$ cat src/rtl/sdram_pkg.sv
// Shared types for the SDRAM request path: command word and port identifier.
package sdram_pkg;

  localparam int SDRAM_ADDR_DEPTH = 25;

  typedef logic port_id_t;

  typedef struct packed {
    logic                        we;
    logic [SDRAM_ADDR_DEPTH-1:0] addr;
    logic [7:0]                  wdata;
  } sdram_cmd_t;

endpackage

$ cat src/rtl/sdram_tag_fifo.sv
// Synchronous FIFO of port IDs, one entry per outstanding SDRAM read.
// Latency: head valid the cycle after push; push and pop may share a cycle.
// Backpressure: push is dropped when full unless a pop happens the same cycle.
module sdram_tag_fifo
  import sdram_pkg::*;
#(
  parameter int DEPTH = 4
) (
  input  logic     clk,
  input  logic     rst,
  input  logic     push,
  input  port_id_t push_id,
  input  logic     pop,
  output port_id_t head,
  output logic     full,
  output logic     empty
);

  localparam int AW = $clog2(DEPTH);

  port_id_t        mem [DEPTH];
  logic [AW-1:0]   wr_ptr;
  logic [AW-1:0]   rd_ptr;
  logic [AW:0]     count;
  logic            do_push;
  logic            do_pop;

  assign full    = (count == (AW+1)'(DEPTH));
  assign empty   = (count == '0);
  assign head    = mem[rd_ptr];
  assign do_pop  = pop && !empty;
  assign do_push = push && (!full || do_pop);

  always_ff @(posedge clk) begin
    if (do_push) mem[wr_ptr] <= push_id;
  end

  always_ff @(posedge clk) begin
    if (!rst) begin
      wr_ptr <= '0;
      rd_ptr <= '0;
      count  <= '0;
    end else begin
      if (do_push) wr_ptr <= wr_ptr + AW'(1);
      if (do_pop)  rd_ptr <= rd_ptr + AW'(1);
      case ({do_push, do_pop})
        2'b10:   count <= count + (AW+1)'(1);
        2'b01:   count <= count - (AW+1)'(1);
        default: count <= count;
      endcase
    end
  end

endmodule

$ cat src/rtl/sdram_port_arbiter.sv
// Two-port arbiter in front of the byte-wide SDRAM controller; routes read data back by tag.
// Latency: command on mem_* the cycle after req; read data on p*_val one cycle after mem_val.
// Backpressure: command held until mem_rdy; reads not granted while all tags are in flight.
module sdram_port_arbiter
  import sdram_pkg::*;
#(
  parameter int ADDR_DEPTH  = SDRAM_ADDR_DEPTH,
  parameter int RD_TAGS     = 4,
  parameter int P0_PRIORITY = 0
) (
  input  logic                  clk,
  input  logic                  rst,
  input  logic                  p0_req,
  input  logic                  p0_we,
  input  logic [ADDR_DEPTH-1:0] p0_addr,
  input  logic [7:0]            p0_wdata,
  output logic                  p0_ack,
  output logic                  p0_val,
  output logic [7:0]            p0_rdata,
  input  logic                  p1_req,
  input  logic                  p1_we,
  input  logic [ADDR_DEPTH-1:0] p1_addr,
  input  logic [7:0]            p1_wdata,
  output logic                  p1_ack,
  output logic                  p1_val,
  output logic [7:0]            p1_rdata,
  output logic                  mem_rd,
  output logic                  mem_wr,
  output logic [ADDR_DEPTH-1:0] mem_addr,
  output logic [7:0]            mem_wdata,
  input  logic                  mem_rdy,
  input  logic                  mem_val,
  input  logic [7:0]            mem_rdata,
  output logic                  err
);

  typedef enum logic {IDLE, ISSUE} state_t;

  state_t     state;
  sdram_cmd_t cmd;
  port_id_t   cmd_port;
  port_id_t   rr_next;

  logic       p0_elig;
  logic       p1_elig;
  logic       grant_vld;
  port_id_t   grant_id;
  logic       accept;

  logic       tag_push;
  logic       tag_full;
  logic       tag_empty;
  port_id_t   tag_head;
  logic       pop_ok;

  assign mem_addr  = cmd.addr;
  assign mem_wdata = cmd.wdata;
  assign accept    = (state == ISSUE) && (mem_rd || mem_wr) && mem_rdy;
  assign tag_push  = accept && mem_rd;
  assign pop_ok    = mem_val && !tag_empty;

  // Reads are held back while every tag is in flight; writes never are.
  always_comb begin
    p0_elig   = p0_req && (p0_we || !tag_full);
    p1_elig   = p1_req && (p1_we || !tag_full);
    grant_vld = p0_elig || p1_elig;
    grant_id  = 1'b0;
    if (p0_elig && p1_elig)
      grant_id = (P0_PRIORITY != 0) ? 1'b0 : rr_next;
    else if (p1_elig)
      grant_id = 1'b1;
  end

  always_ff @(posedge clk) begin
    if (!rst) begin
      state    <= IDLE;
      cmd      <= '0;
      cmd_port <= 1'b0;
      rr_next  <= 1'b0;
      mem_rd   <= 1'b0;
      mem_wr   <= 1'b0;
      p0_ack   <= 1'b0;
      p1_ack   <= 1'b0;
    end else begin
      p0_ack <= 1'b0;
      p1_ack <= 1'b0;
      case (state)
        IDLE: begin
          if (grant_vld) begin
            if (grant_id) begin
              cmd    <= '{we: p1_we, addr: p1_addr, wdata: p1_wdata};
              mem_rd <= !p1_we;
              mem_wr <= p1_we;
              p1_ack <= 1'b1;
            end else begin
              cmd    <= '{we: p0_we, addr: p0_addr, wdata: p0_wdata};
              mem_rd <= !p0_we;
              mem_wr <= p0_we;
              p0_ack <= 1'b1;
            end
            cmd_port <= grant_id;
            state    <= ISSUE;
          end
        end
        ISSUE: begin
          if (accept) begin
            mem_rd  <= 1'b0;
            mem_wr  <= 1'b0;
            rr_next <= ~cmd_port;
            state   <= IDLE;
          end
        end
        default: state <= IDLE;
      endcase
    end
  end

  always_ff @(posedge clk) begin
    if (!rst) begin
      p0_val   <= 1'b0;
      p1_val   <= 1'b0;
      p0_rdata <= '0;
      p1_rdata <= '0;
      err      <= 1'b0;
    end else begin
      p0_val <= pop_ok && (tag_head == 1'b0);
      p1_val <= pop_ok && (tag_head == 1'b1);
      if (pop_ok && (tag_head == 1'b0)) p0_rdata <= mem_rdata;
      if (pop_ok && (tag_head == 1'b1)) p1_rdata <= mem_rdata;
      if (mem_val && tag_empty) err <= 1'b1;
    end
  end

  sdram_tag_fifo #(
    .DEPTH (RD_TAGS)
  ) u_tag_fifo (
    .clk     (clk),
    .rst     (rst),
    .push    (tag_push),
    .push_id (cmd_port),
    .pop     (mem_val),
    .head    (tag_head),
    .full    (tag_full),
    .empty   (tag_empty)
  );

endmodule
$ cat config.mk
export PLATFORM = sky130hd
export DESIGN_NAME = sdram_port_arbiter
export DESIGN_NICKNAME = d
export VERILOG_FILES = /design/src/rtl/sdram_pkg.sv /design/src/rtl/sdram_tag_fifo.sv /design/src/rtl/sdram_port_arbiter.sv
export SDC_FILE = /design/constraint.sdc
export NUM_CORES = 1
export LEC_CHECK = 0
export CAP_MARGIN = 40
export CORE_AREA = 2 2 87 105
export DETAILED_ROUTE_END_ITERATION = 7
export DIE_AREA = 0 0 89 107
export GPL_TIMING_DRIVEN = 0
export PLACE_DENSITY = 0.79
export REMOVE_ABC_BUFFERS = 1
export SLEW_MARGIN = 20
export SYNTH_ARGS = -nofsm -noshare
export SYNTH_HDL_FRONTEND = slang
export SYNTH_HIERARCHICAL = 1
export SYNTH_SLANG_ARGS = --single-unit
$ cat constraint.sdc
create_clock -name clk -period 2.5 [get_ports clk]
set_input_delay 0.5 -clock clk [delete_from_list [all_inputs] [get_ports clk]]
set_output_delay 0.5 -clock clk [all_outputs]
set_load 0.02 [all_outputs]
==> flow_summary.yaml <==
run_status:
  status: "finished clean"
sta:
  clock.fmax_ghz: 0.424
  fin_skew_ns: 0.00685
  finalHoldViolations: 0
  whs_ns: 0.488
  finalCritPeriodShare_pct: 94.4
  worst_slew_pin_slew_ns: 0.595
  rsz0062_at_grt: "no"
  drv_slew: 0
  slew_headroom_pct: 60.3
  setup_viol: 0
  min_period_ns: 2.36
drt:
  ant_nets: 0
  drtIter0Drc: 92
  vias_per_cell: 4.76
  post_drt_wl_per_cell_um: 13.0
  drc: 0
  routed_wl_um: 7680
  vias: 2825
  firstDrtPassIters: 6
synthesis:
  ys_seq_area_share_pct: 48.1
  syn-mean-instance-area_um2: 9.03
  ys_types: 48
  ys_async_sr_fraction_pct: 0
  synth_enable_flop_cells: 4
  syn_inst: 341
  yosys_warnings: 6
  synth_area_mm2: 0.00308
  ys.flop_type: "dfxtp_1"
  ys_ff_latch: 72
clocking:
  cts_buffers: 9
  insertion_delay_ns: 0.34
  htree_levels: 3
  cts_tree: "yes"
  clk_pin_slew_ns: 0.07
  clockRootBuffer: "clkbuf_8"
  cts.sink_count: 72
  cts.path.max_buffers: 2
floorplan:
  die-area_mm2: 0.00952
  core_mm2: 0.00852
  initial_core_util_pct: 36.2
  die_y_um: 107
  rows: 37
  die_w_um: 89
  io_pins: 138
final_layout:
  multi_input_area_mm2: 0.00143
  diodes: 0
  fin_nets: 560
  seqCellArea_mm2: 0.00148
  drive_gt1_share_pct: 7.35
  syn2layout_area_growth_pct: 55.7
  nFillCells: 779
setup_path:
  required_ns: 2.78
  r2r-start: "u_tag_fifo/count[2]"
  arrival_ns: 2.64
  end_kind: "flip-flop"
  worstSetupPathType: "in -> reg"
  critPathLaunch: "mem_val"
  regToRegSetupSlack_ns: 0.21
  path_max_fanout: 5
  critPathLaunchType: "input port"
power:
  power_leakage_nw: 1.84
  power_density_mw_per_mm2: 617
  p_total_w: 0.00296
  vdd_drop_max_mv: 0.284
grt:
  grt_max_degree: 31
  grt_pass1_vias: 2856
  grt_use_total_pct: 17.0
  antenna_found_initial: 0
  grt_remaining_overflow: 0
  grt_pass1_wl_um: 12700
hold_path:
  worstHoldStart: "err"
  hold_path_class: "reg -> reg"
run:
  drv_cap: 0
placed_design:
  gp_congestion: 0.752
  dpl.hpwl_um: 5660
  portBuffers: 137
==> critical path: stages <==
cell and delay [ns]:
clkdlybuf4s50_1 0.56, inv_2 0.10, nor2_2 0.17, ha_1 0.20, inv_1 0.07, fa_1 0.43
xor2_1 0.16, or3_1 0.31, a21boi_1 0.14
==> timing repair <==
item,4_1_cts,5_1_grt
gates resized for setup,0,4
buffers inserted,0,0
hold buffers,0,0
setup endpoints to repair,0,1
==> state kept, by name (all words and copies together) (netlist names), 2 cells and up, named ones only <==
name               flops
u_tag_fifo/rd_ptr      2
p0_rdata               8
u_tag_fifo/count       3
mem_addr              25
u_tag_fifo/mem         4
p1_rdata               8
u_tag_fifo/wr_ptr      2
mem_wdata              8
==> placed cells by master, fill, tap and decap left out, types with 6 or more instances in the layout <==
master           count
mux2i_1             19
and2_1               7
dfxtp_1             68
clkdlybuf4s50_1    136
o21ai_0             34
a31oi_1             33
nand2_1             75
clkbuf_8             9
inv_1                6
nor2_1              25
==> report_power, final <==
group          switching [W]  total (W)  internal, W
registers          0.0000559    0.00131      0.00126
logic               0.000359   0.000757     0.000398
clock network       0.000417   0.000889     0.000472
==> layout make-up <==
cell class                 count  share of cell area (%)
clock inverter                 4                   0.522
sequential                    72                    30.9
timing repair buffer         143                    31.5
multi-input combinational    238                    29.8
inverter                       8                   0.626
tap                          117                    3.05
clock buffer                  11                    3.63
==> per-stage QoR <==
stage	util, %	cells	worst slack (ns)	TNS, ns	area, um2
2_1_floorplan	-	318	0.280	0	2920
3_3_place_gp	52.1	572	-0.757	-22.51	4440
3_5_place_dp	53.8	578	-0.300	-0.398	4580
4_1_cts	56.1	593	0.0334	0	4780
5_1_grt	56.3	593	0.0171	0	4800
6_report	56.3	593	0.140	0	4800
==> cell families after synthesis <==
group | count (synthesis) | share of synthesized area [%]
mux | 21 | 7.27
flops | 72 | 48.1
fa+ha+maj | 6 | 2.68
compound gates | 84 | 17.3
buf+inv | 31 | 6.25
xor+xnor | 2 | 0.569
simple gates | 125 | 17.8
==> per-layer routing <==
metal | vias to the layer above | routed length, um | GRT usage (%)
met1 | 1291 | 3060 | 18.3
met3 | 8 | 631 | 5.85
met4 | 0 | 102 | 7.36
li1 | 1429 | - | -
met2 | 97 | 3890 | 29.6
met5 | - | 0 | 0
==> worst paths after layout <==
check                                      endpoint  cells past startpoint
worst max-delay path            u_tag_fifo/count[2]                      9
worst min register to register                  err                      2
worst max register to register  u_tag_fifo/count[2]                      9
worst min-delay path                            err                      2
==> synth_stat cells, types with 2 or more instances <==
| master | number | area, um2 |
|---|---|---|
| dfxtp_1 | 68 | 1360 |
| buf_2 | 7 | 35.0 |
| nand3_1 | 2 | 10.0 |
| o21ai_1 | 4 | 20.0 |
| o21ai_0 | 34 | 170 |
| buf_8 | 3 | 45.0 |
| a31oi_1 | 33 | 206 |
| nor2_1 | 26 | 97.6 |
| edfxtp_1 | 4 | 120 |
| and2_1 | 7 | 43.8 |
| inv_1 | 6 | 22.5 |
| buf_6 | 4 | 45.0 |
| nand2b_1 | 3 | 18.8 |
| clkbuf_1 | 8 | 30.0 |
| mux2i_1 | 19 | 190 |
| or3_1 | 2 | 12.5 |
| ha_1 | 5 | 62.6 |
| nand2_1 | 75 | 282 |
| a21boi_1 | 2 | 15.0 |
Power figures use the tool's default switching activity.
